==> config.mk <==
export PLATFORM = sky130hd
export DESIGN_NAME = uart_tx
export DESIGN_NICKNAME = d
export VERILOG_FILES = /design/src/rtl/uart_pkg.sv /design/src/rtl/uart_baud_cnt.sv /design/src/rtl/uart_tx.sv
export SDC_FILE = /design/constraint.sdc
export NUM_CORES = 1
export LEC_CHECK = 0
export ABC_CLOCK_PERIOD_IN_PS = 6300
export CORE_UTILIZATION = 45
export CTS_BUF_LIST = sky130_fd_sc_hd__clkbuf_4 sky130_fd_sc_hd__clkbuf_8 sky130_fd_sc_hd__clkbuf_16
export CTS_CLUSTER_SIZE = 14
export DETAILED_ROUTE_END_ITERATION = 16
export PLACE_DENSITY_LB_ADDON = 0.05
export SYNTH_ARGS = -nofsm -noshare
export SYNTH_HDL_FRONTEND = slang
export SYNTH_SLANG_ARGS = --single-unit
==> constraint.sdc <==
create_clock -name clk -period 6.3 [get_ports clk]
set_input_delay 1.26 -clock clk [delete_from_list [all_inputs] [get_ports clk]]
set_output_delay 1.26 -clock clk [all_outputs]
set_load 0.01 [all_outputs]
==> src/rtl/uart_pkg.sv <==
// ============================================================================
// Module      : uart_pkg
// Description : Shared UART definitions: FSM state encodings used by both the
//               transmitter and receiver, counter width, and the clocks-per-bit
//               computation.
// Revision    : 1.0 - initial release
// ============================================================================
`timescale 1ns/1ps
`default_nettype none

package uart_pkg;

    // Bit-period counter width; supports CYCLE values up to 65536
    localparam int unsigned UART_CNT_W = 16;

    // Line-state encodings shared between transmitter and receiver
    typedef enum logic [2:0] {
        UART_IDLE      = 3'd0,
        UART_START     = 3'd1,
        UART_SEND_BYTE = 3'd2,
        UART_PARITY    = 3'd3,
        UART_STOP      = 3'd4
    } uart_state_t;

    // Clocks per bit: CLK_FRE (MHz) * 1e6 / BAUD_RATE, truncated
    function automatic int unsigned calc_cycle(input int unsigned clk_fre,
                                               input int unsigned baud_rate);
        longint unsigned hz;
        hz = 64'(clk_fre) * 64'd1000000;
        return 32'(hz / 64'(baud_rate));
    endfunction

endpackage : uart_pkg

`default_nettype wire

==> src/rtl/uart_baud_cnt.sv <==
// ============================================================================
// Module      : uart_baud_cnt
// Description : 16-bit bit-period counter. Counts 0..CYCLE-1 and wraps,
//               pulsing tick on the last count; clr holds it at zero.
// Revision    : 1.0 - initial release
// ============================================================================
`timescale 1ns/1ps
`default_nettype none

module uart_baud_cnt
    import uart_pkg::*;
#(
    parameter int unsigned CYCLE = 434
) (
    input  logic clk,
    input  logic rst,
    input  logic clr,
    output logic tick
);

    localparam logic [UART_CNT_W-1:0] LAST_CNT = UART_CNT_W'(CYCLE - 1);

    logic [UART_CNT_W-1:0] cycle_cnt_q;
    logic [UART_CNT_W-1:0] cycle_cnt_d;

    assign tick = (cycle_cnt_q == LAST_CNT);

    // Next count: clear on request or at the end of the bit period
    always_comb begin
        cycle_cnt_d = cycle_cnt_q + 1'b1;
        if (clr || tick) begin
            cycle_cnt_d = '0;
        end
    end

    // Counter register
    always_ff @(posedge clk or posedge rst) begin
        if (rst) begin
            cycle_cnt_q <= '0;
        end else begin
            cycle_cnt_q <= cycle_cnt_d;
        end
    end

endmodule : uart_baud_cnt

`default_nettype wire

==> src/rtl/uart_tx.sv <==
// ============================================================================
// Module      : uart_tx
// Description : UART transmitter. Accepts a byte over valid/ready and sends
//               start, 8 data bits LSB first, optional even parity, and one
//               stop bit. Define UART_TX_PARITY_EN for 8E1 framing; left
//               undefined the transmitter produces 8N1 frames.
// Revision    : 1.0 - initial release
// ============================================================================
`timescale 1ns/1ps
`default_nettype none

module uart_tx
    import uart_pkg::*;
#(
    parameter int unsigned CLK_FRE   = 50,
    parameter int unsigned BAUD_RATE = 115200
) (
    input  logic       clk,
    input  logic       rst,
    input  logic [7:0] tx_data,
    input  logic       tx_data_valid,
    output logic       tx_data_ready,
    output logic       tx_pin
);

    localparam int unsigned CYCLE = calc_cycle(CLK_FRE, BAUD_RATE);

    uart_state_t state_q, state_d;
    logic [7:0]  tx_reg_q, tx_reg_d;
    logic [2:0]  bit_cnt_q, bit_cnt_d;
    logic        tx_pin_q, tx_pin_d;
    logic        tx_data_ready_q, tx_data_ready_d;

    logic        accept;
    logic        cnt_clr;
    logic        tick;

    // Idle keeps the counter at zero so the start bit begins with a full period
    assign cnt_clr = (state_q == UART_IDLE);
    assign accept  = tx_data_valid && tx_data_ready_q;

    uart_baud_cnt #(
        .CYCLE (CYCLE)
    ) u_baud_cnt (
        .clk  (clk),
        .rst  (rst),
        .clr  (cnt_clr),
        .tick (tick)
    );

    // Next-state logic; pin and ready are derived from the next state so both
    // leave registers with no path from the inputs
    always_comb begin
        state_d   = state_q;
        tx_reg_d  = tx_reg_q;
        bit_cnt_d = bit_cnt_q;

        case (state_q)
            UART_IDLE: begin
                if (accept) begin
                    tx_reg_d = tx_data;
                    state_d  = UART_START;
                end
            end
            UART_START: begin
                if (tick) begin
                    state_d = UART_SEND_BYTE;
                end
            end
            UART_SEND_BYTE: begin
                if (tick) begin
                    bit_cnt_d = bit_cnt_q + 1'b1;
                    if (bit_cnt_q == 3'd7) begin
                        bit_cnt_d = 3'd0;
`ifdef UART_TX_PARITY_EN
                        state_d   = UART_PARITY;
`else
                        state_d   = UART_STOP;
`endif
                    end
                end
            end
`ifdef UART_TX_PARITY_EN
            UART_PARITY: begin
                if (tick) begin
                    state_d = UART_STOP;
                end
            end
`endif
            UART_STOP: begin
                if (tick) begin
                    state_d = UART_IDLE;
                end
            end
            default: begin
                state_d = UART_IDLE;
            end
        endcase

        tx_data_ready_d = (state_d == UART_IDLE);

        case (state_d)
            UART_START:     tx_pin_d = 1'b0;
            UART_SEND_BYTE: tx_pin_d = tx_reg_d[bit_cnt_d];
`ifdef UART_TX_PARITY_EN
            UART_PARITY:    tx_pin_d = ^tx_reg_d;
`endif
            default:        tx_pin_d = 1'b1;
        endcase
    end

    // State, shift data and output registers; reset forces the line high
    always_ff @(posedge clk or posedge rst) begin
        if (rst) begin
            state_q         <= UART_IDLE;
            tx_reg_q        <= 8'd0;
            bit_cnt_q       <= 3'd0;
            tx_pin_q        <= 1'b1;
            tx_data_ready_q <= 1'b0;
        end else begin
            state_q         <= state_d;
            tx_reg_q        <= tx_reg_d;
            bit_cnt_q       <= bit_cnt_d;
            tx_pin_q        <= tx_pin_d;
            tx_data_ready_q <= tx_data_ready_d;
        end
    end

    assign tx_pin        = tx_pin_q;
    assign tx_data_ready = tx_data_ready_q;

endmodule : uart_tx

`default_nettype wire

# Word-level counts from Yosys, hierarchy flattened
# Index checks and enable logic that the tools add are counted.
totals:
  regBits: 32
  elab_cells: 35
  output_inout_bits: 2
classes:
  n_mux: 15
  n_reduce_logical: 4
  eq_ne: 7
  order_cmp: 1
  addsub: 2
op_table:
  columns: ["operator", "n"]
  rows:
  - ["two-way mux 3 bit", 8]
  - ["adder 16 x 1 -> 16 bit (second input constant)", 1]
  - ["== test 16 x 9 -> 1 bit (second input constant)", 1]
  - ["two-way mux 16 bit", 1]
  - ["two-way mux 8 bit", 2]
  - ["case mux 3 bit (4 select lines)", 1]
  - ["== test 3 x 1 -> 1 bit (second input constant)", 2]
  - ["== test 3 x 2 -> 1 bit (second input constant)", 2]
  - ["== test 3 bit (second input constant)", 2]
  - ["zero test 3 bit", 2]
  - ["less-than comparator 3 x 4 -> 1 bit (second input constant)", 1]
  - ["adder 3 x 1 -> 3 bit (second input constant)", 1]
  - ["binary-select mux 1 bit (select 3 bit)", 1]
  - ["case mux 1 bit (2 select lines)", 1]
  - ["logical AND 1 bit", 1]
  - ["logical OR 1 bit", 1]
  - ["two-way mux 1 bit", 1]

# Depth between registers and ports, before layout
# Gate-level depths: netlist of run 1.
logic_depth:
  depth_word: 7
  depth_mapped: 9

# Hierarchy
# A second synthesis of run 1 with hierarchy kept.
unflattened:
  cells_unflattened: 146
  area_unflattened_um2: 1650.3
by_module_without_submodules:
  columns: ["mod", "area_each_um2", "seq_area_each_um2", "cells_per_inst", "n_inst"]
  rows:
  - ["uart_tx", 827.0, 401.6, 62, 1]
  - ["uart_baud_cnt", 823.3, 400.4, 84, 1]

# Least setup slack after synthesis of run 1
# Ideal clock, no wire load.
synth_path:
  path_kind: "in2reg"
  startpoint: "in tx_data_valid"
  endpoint: "reg tx_pin_q (netlist: tx_pin)"
  setup_ns: 0.090
  arrival_ns: 2.743
  setup_slack_ns: 3.467
  n_path_buf: 0
  cell_stages: 6
  cell_sequence: "nand2_1 nor4_4 mux2_2 or3_2 o2111ai_1 a32oi_1"
synth_via:
  elab_chain_cells: 6
  elab_cells_between_ends: 10
  cone_classes: "eq/ne (2); mux (7); reduce/logical (1)"
synth_lines:
  columns: ["element", "line", "rtl"]
  rows:
  - ["from (decl)", "uart_tx.sv:21", "input logic tx_data_valid,"]
  - ["logical AND 1 bit", "uart_tx.sv:40", "assign accept = tx_data_valid && tx_data_ready_q;"]
  - ["two-way mux 8 bit", "uart_tx.sv:60", "if (accept) begin"]
  - ["two-way mux 8 bit", "uart_tx.sv:58", "case (state_q)"]
  - ["named net tx_reg_d[6]", "uart_tx.sv:29", "logic [7:0] tx_reg_q, tx_reg_d;"]
  - ["binary-select mux 1 bit (select 3 bit)", "uart_tx.sv:104", "UART_SEND_BYTE: tx_pin_d = tx_reg_d[bit_cnt_d];"]
  - ["two-way mux 1 bit (not written as such)", "uart_tx.sv:104", null]
  - ["case mux 1 bit (2 select lines)", "uart_tx.sv:102", "case (state_d)"]
  - ["named net tx_pin_d", "uart_tx.sv:31", "logic tx_pin_q, tx_pin_d;"]
  - ["to (signal assigned)", "uart_tx.sv:124", "tx_pin_q <= tx_pin_d;"]
  - ["to (decl)", "uart_tx.sv:31", null]
# The timed path passes the listed nets, and every way through them passes these cells. The select of a mux whose other input is x is not followed.

# Final worst setup path of run 1
# Same ends and word-level chain as after synthesis.

==> results of run 1 <==
[sequential cells by signal (all words and copies together) (netlist names)]
register	flops
tx_data_ready	1
bit_cnt_q	3
tx_pin	1
state_q	3
tx_reg_q	8
u_baud_cnt.cycle_cnt_q	16
[cell type report]
cell class / instances / area (um2) / area share (%)
inverters: 12 / 45.04 / 2.488
repair buffers: 14 / 135.1 / 7.464
clock inverters: 3 / 23.77 / 1.313
clock buffers: 5 / 37.54 / 2.073
well taps: 46 / 57.56 / 3.179
multi-input cells: 94 / 709.4 / 39.18
flip-flops and latches: 32 / 802.0 / 44.30
[per-stage QoR]
stage          cell area (um2)  setup slack (ps)  std cells
6_report                  1810              3143        206
2_1_floorplan             1560              3467        139
3_5_place_dp              1749              2790        198
3_3_place_gp              1749              2846        198
4_1_cts                   1810              3147        206
5_1_grt                   1810              3076        206
[kinds of logic after synthesis]
group | after synthesis | share of synthesized area (%)
AOI/OAI and AO/OA | 10 | 4.812
DFF | 32 | 51.40
adders and majority gates | 4 | 3.208
and+or+nand+nor | 55 | 21.09
buffers and inverters | 13 | 3.127
muxes | 11 | 8.500
xor gates and xnor gates | 14 | 7.859
[layout by cell type (no fill, tap or decap), types with 2 or more instances in the layout]
| cell type | count |
|---|---|
| nor3_1 | 2 |
| a32oi_1 | 2 |
| nand3_1 | 7 |
| and3_1 | 2 |
| buf_4 | 2 |
| xor2_1 | 9 |
| nand2_1 | 6 |
| nand4b_1 | 2 |
| mux2i_1 | 5 |
| xnor2_1 | 5 |
| clkdlybuf4s50_1 | 12 |
| nand4_1 | 2 |
| dfrtp_1 | 31 |
| clkbuf_4 | 5 |
| inv_1 | 11 |
| nor2_1 | 19 |
| o21ai_0 | 2 |
| mux2_2 | 4 |
| clkinvlp_4 | 2 |
| ha_1 | 4 |
| nor4_4 | 2 |
[report_power, final]
group / internal, mW / total [mW] / switching, mW
logic: 0.0615 / 0.118 / 0.0564
clock network: 0.0438 / 0.119 / 0.0753
registers: 0.252 / 0.279 / 0.0271
total: 0.357 / 0.516 / 0.159
[how the worst min path moves through the flow]
stage | endpoint | slack (ps) | cells after the start
2_1_floorplan | tx_reg_q[4]$_DFF_PP0_ | 440 | 2
3_3_place_gp | tx_reg_q[5]$_DFF_PP0_ | 460 | 2
3_5_place_dp | tx_reg_q[1]$_DFF_PP0_ | 470 | 2
4_1_cts | tx_reg_q[1]$_DFF_PP0_ | 500 | 2
5_1_grt | tx_reg_q[1]$_DFF_PP0_ | 520 | 2
6_report | tx_reg_q[1]$_DFF_PP0_ | 490 | 2
[layer usage]
| layer | GRT usage, % | vias to the layer above |
|---|---|---|
| met1 | 24.83 | 506 |
| met3 | 5.757 | 5 |
| met4 | 5.844 | 0 |
| met2 | 26.37 | 12 |
| met5 | 0 | - |
| li1 | - | 522 |
[worst register-to-register path: stages (launching register included)]
cell	delay, ps
dfrtp_1	420
inv_1	70
ha_1	120
or3b_2	480
nor4_4	430
and2_2	270
nor2_2	60
inv_2	70
mux4_2	500
a32oi_1	200
==> results.ini, run 1 <==
[setup_path]
critPathKind = in2reg
timing.critical_path.depth = 7
worstRegToRegCells = 9
reg2reg_slack_ps = 3600
element_type_at_the_critical_path_start = primary input
regToRegEndpoint = tx_pin$_DFF_PP1_
path_max_fanout = 9
reg2reg_from = u_baud_cnt.cycle_cnt_q[1]$_DFF_PP0_
path_delay_family = simple AND/OR/NAND/NOR gates
critical_path_required_ps = 6560
setup.worst_path.end_class = flip-flop
critPathMaxStageDelay_ps = 520
cpMaxStageDelayCell = nor4_4
worstSetupStartpoint = tx_data_valid
critical_path.endpoint = tx_pin$_DFF_PP1_
cp_num_buf_inv = 1
timing.critical_path.cells = clkdlybuf4s50_1, nand2_1, nor4_4, mux2_2, or3b_1, a211o_1, a32oi_1
crit_arrival_ps = 3410

[sta]
fmax_mhz = 316.7
max_slew.worst_pin.slew_ps = 679.1
unrepaired_setup_endpoints_after_global_routing = no
final_max_slew_viol_count = 0
worst_max_slew_margin_expressed_relative_to_the_limit_pct = 54.39
period_minus_slack_ps = 3157
final.setup.tns_ps = 0
post-route-period-util_pct = 50.12
hold_ws_ps = 485.5
finalHoldViolations = 0
skew_ps = 5.548
timing.final.setup_violations = 0

[floorplanning]
die-area_um2 = 3707
die_width_um = 60.89
rows = 21
number_of_primary_i_o_pins = 13
die_h_um = 60.89
core_area_um2 = 3337
initial_core_util_pct = 46.76

[placement]
gp_congestion = 0.8217
io_buffers = 12
dp_hpwl_um = 1968

[route]
met1Wirelength_um = 1381
detail_route.wirelength_um = 2718
detailroute.wirelength.met3_um = 87
post_drt_wl_per_cell_um = 13.19
met2WireLength_um = 1204
detail_route.vias_per_cell = 5.073
highest-signal-layer = met4
route.detailed.drc = 0
drt_pass1_iterations = 4
total_number_of_vias = 1045
drt_first_iter_violations = 24
ant_nets = 0

[power]
total_power_uw = 515.9
power_density_nw_per_um2 = 284.9
p_leak_nw = 0.8099
peakVddDrop_mv = 0.1799

[run_status]
outcome = finished clean

[clock_network]
numCtsBuffers = 5
hold_buffers = 0
clk_pin_slew_worst_paths_ps = 110
tritoncts = built
post_cts_buffers = 0
cts_root_buf = clkbuf_4
clk_path_buf_depth = 2
tritoncts_num_sinks = 32
clock_latency_on_the_worst_skew_pair_ps = 340
cts_repair_resize_count = 0
htree_levels = 2

[yosys]
synthTopCellsByCount = dfrtp_1, nor2_1, inv_1, xor2_1, nand3_1
syn-cell-area_um2 = 1560
postSynth.asyncResetShare_pct = 100.0
ys_top_cells_by_area = dfrtp_1, xor2_1, nor2_1
synth_warn = 0
synth.net_count = 154
yosysMostFrequentCell = dfrtp_1
yosys.cell_types.count = 41
synth_cells = 139
number_of_enable_flip_flop_cells_after_synthesis = 0
synth-main-ff-cell = dfrtp_1
synthesized_flop_and_latch_total = 32
synth_area_per_cell_um2 = 11.22
synth_top_area_share_pct = 49.72
ys_seq_area_share_pct = 51.40
synth_largest_area_cell = dfrtp_1

[worst_hold_path]
hold_path.class = reg2reg
min-delay-start = tx_reg_q[1]$_DFF_PP0_

[layout]
num-fill-cells = 306
antenna_cells_inserted = 0
area_grow_syn2layout_pct = 16.04
final_net_count = 174
final_core_util_pct = 54.26
layout-drive-gt1-share_pct = 16.88

[global_route]
grt_antenna_before_repair = 0
vias_in_the_first_global_route = 1033
track_usage_pct = 17.86
grt_max_degree = 33
global_route.overflow_total = 0
grt_first_pass_wirelength_um = 4747

[run]
max_cap_violations = 0

(Power assumes the default switching activity.)
==> inputs of run 2 (changes only) <==
--- a/config.mk
+++ b/config.mk
@@ -5,7 +5,7 @@
 export SDC_FILE = /design/constraint.sdc
 export NUM_CORES = 1
 export LEC_CHECK = 0
-export ABC_CLOCK_PERIOD_IN_PS = 6300
+export ABC_CLOCK_PERIOD_IN_PS = 3250
 export CORE_UTILIZATION = 45
 export CTS_BUF_LIST = sky130_fd_sc_hd__clkbuf_4 sky130_fd_sc_hd__clkbuf_8 sky130_fd_sc_hd__clkbuf_16
 export CTS_CLUSTER_SIZE = 14
==> constraint.sdc (replaced) <==
create_clock -name clk -period 3.25 [get_ports clk]
set_input_delay 0.65 -clock clk [delete_from_list [all_inputs] [get_ports clk]]
set_output_delay 0.65 -clock clk [all_outputs]
set_load 0.01 [all_outputs]
==> run 2 against run 1 <==
Total power is 110% higher; critical path type is now reg2reg; global-route usage is 0.49 points higher; sequential share of layout area is 0.63 points lower; worst hold slack better by 0.74 ps; clock power grew to 2.6 times the previous value; critical endpoint unchanged; first-iteration DRC count is 92% higher; largest cell class unchanged.
==> results.ini, run 2 (synthesized netlist as in run 1, its figures left out) <==
[sta]
max_slew.worst_pin.slew_ps = 630.1
finalHoldViolations = 0
timing.final.setup_violations = 0
period_minus_slack_ps = 2650
unrepaired_setup_endpoints_after_global_routing = no
fmax_mhz = 377.3
final_max_slew_viol_count = 0
worst_max_slew_margin_expressed_relative_to_the_limit_pct = 57.95
skew_ps = 15.38
fin_ws_ps = 599.7
post-route-period-util_pct = 81.55
final.setup.tns_ps = 0
hold_ws_ps = 486.3

[placement]
pre_cts_ws_ps = 599.9
gp_congestion = 0.7476
dp_hpwl_um = 1992
io_buffers = 12

[setup_path]
critPathMaxStageDelay_ps = 500
crit_arrival_ps = 2930
timing.critical_path.cells = inv_1, ha_1, or3b_2, nor4_4, and2_2, nor2_2, inv_2, mux4_2, a32oi_1
reg2reg_from = u_baud_cnt.cycle_cnt_q[1]$_DFF_PP0_
critPathKind = reg2reg
regToRegEndpoint = tx_pin$_DFF_PP1_
worstRegToRegCells = 9
setup.worst_path.end_class = flip-flop
path_max_fanout = 7
critical_path_required_ps = 3530
cpMaxStageDelayCell = mux4_2
reg2reg_slack_ps = 600
element_type_at_the_critical_path_start = flip-flop

[clock_network]
cts_root_buf = clkbuf_4
clk_path_buf_depth = 2
clock_latency_on_the_worst_skew_pair_ps = 340
tritoncts = built
clk_pin_slew_worst_paths_ps = 110
numCtsBuffers = 5
hold_buffers = 0
post_cts_buffers = 0
cts_repair_resize_count = 0
tritoncts_num_sinks = 32
htree_levels = 2

[floorplanning]
die-area_um2 = 3707
rows = 21
number_of_primary_i_o_pins = 13
initial_core_util_pct = 46.76
core_area_um2 = 3337
die_h_um = 60.89
die_width_um = 60.89

[route]
route.detailed.drc = 0
ant_nets = 0
drt_first_iter_violations = 46
total_number_of_vias = 1078
detail_route.vias_per_cell = 5.208
post_drt_wl_per_cell_um = 13.44
drt_pass1_iterations = 4
detail_route.wirelength_um = 2783

[layout]
final_net_count = 175
reg_top3 = u_baud_cnt.cycle_cnt_q: 16 flops, tx_reg_q: 8 flops
layout.cells.most_common = dfrtp_1
registers.top_by_ff_count = u_baud_cnt.cycle_cnt_q
largest_reg_flops = 16
most-common-layout-cells = dfrtp_1, nor2_1, clkdlybuf4s50_1
num-fill-cells = 301
area_grow_syn2layout_pct = 17.72
layout-drive-gt1-share_pct = 17.39
antenna_cells_inserted = 0

[power]
power_density_nw_per_um2 = 588.5
peakVddDrop_mv = 0.2710
total_power_mw = 1.081
p_leak_nw = 0.8336

[run_status]
outcome = finished clean

[global_route]
track_usage_pct = 18.34
vias_in_the_first_global_route = 1051
grt_antenna_before_repair = 0
grt_first_pass_wirelength_um = 4719
grt_max_degree = 18
global_route.overflow_total = 0

[worst_hold_path]
min-delay-start = tx_reg_q[0]$_DFF_PP0_
whs_path_depth = 2
hold_path.class = reg2reg
hold_path_end = tx_reg_q[0]$_DFF_PP0_

[run]
max_cap_violations = 0

## run 2: cell types whose count changed in the layout (fill, tap and decap cells not counted)
cell        previous run  this run
clkbuf_4               5         6
bufinv_16              0         1
clkinv_4               1         0
clkinvlp_4             2         0
buf_4                  2         3
clkinv_2               0         1
## run 2: per-stage QoR
| stage | instance area, um2 | util [%] | std cells |
|---|---|---|---|
| 4_1_cts | 1837 | 55.04 | 207 |
| 2_1_floorplan | 1560 | - | 139 |
| 6_report | 1837 | 55.04 | 207 |
| 5_1_grt | 1837 | 55.04 | 207 |
| 3_5_place_dp | 1757 | 52.64 | 199 |
| 3_3_place_gp | 1757 | 52.64 | 199 |
## run 2: worst max-delay path by stage
stage | from | end | cells past startpoint
floorplan | u_baud_cnt.cycle_cnt_q[1]$_DFF_PP0_ | tx_pin$_DFF_PP1_ | 9
global placement | u_baud_cnt.cycle_cnt_q[1]$_DFF_PP0_ | tx_pin$_DFF_PP1_ | 9
detailed placement | u_baud_cnt.cycle_cnt_q[1]$_DFF_PP0_ | tx_pin$_DFF_PP1_ | 9
CTS | u_baud_cnt.cycle_cnt_q[1]$_DFF_PP0_ | tx_pin$_DFF_PP1_ | 9
global route | u_baud_cnt.cycle_cnt_q[1]$_DFF_PP0_ | tx_pin$_DFF_PP1_ | 9
finish | u_baud_cnt.cycle_cnt_q[1]$_DFF_PP0_ | tx_pin$_DFF_PP1_ | 9
## run 2: critical path: cells and delay by family, from the launching register on
kind	cells	cell delay, ps
AO/OA/AOI/OAI	1	170
buffers and inverters	2	140
flip-flops	1	420
multiplexers	1	500
adder cells (fa/ha/maj)	1	120
AND/OR/NAND/NOR	4	1250
## run 2: cell type report
cell class	count	area, um2	share of cell area (%)
Timing Repair Buffer	15	142.6	7.766
Sequential cell	32	802.0	43.66
Tap cell	46	57.56	3.134
Clock buffer	6	45.04	2.452
Clock inverter	2	35.03	1.907
Inverter	12	45.04	2.452
Multi-Input combinational cell	94	709.4	38.62
## run 2: report_power, final
group	switching, mW	internal, mW
Sequential	0.0537	0.488
Clock	0.140	0.170
Combinational	0.110	0.120
Total	0.304	0.777
## run 2: per-layer routing
metal  up-vias  part of all wire, %  GRT usage (%)
met5         -                    0              0
met4         0                  3.1          12.66
met3         8                  3.6          4.478
met2        23                   44          25.59
met1       522                   50          25.03
li1        525                    -              -
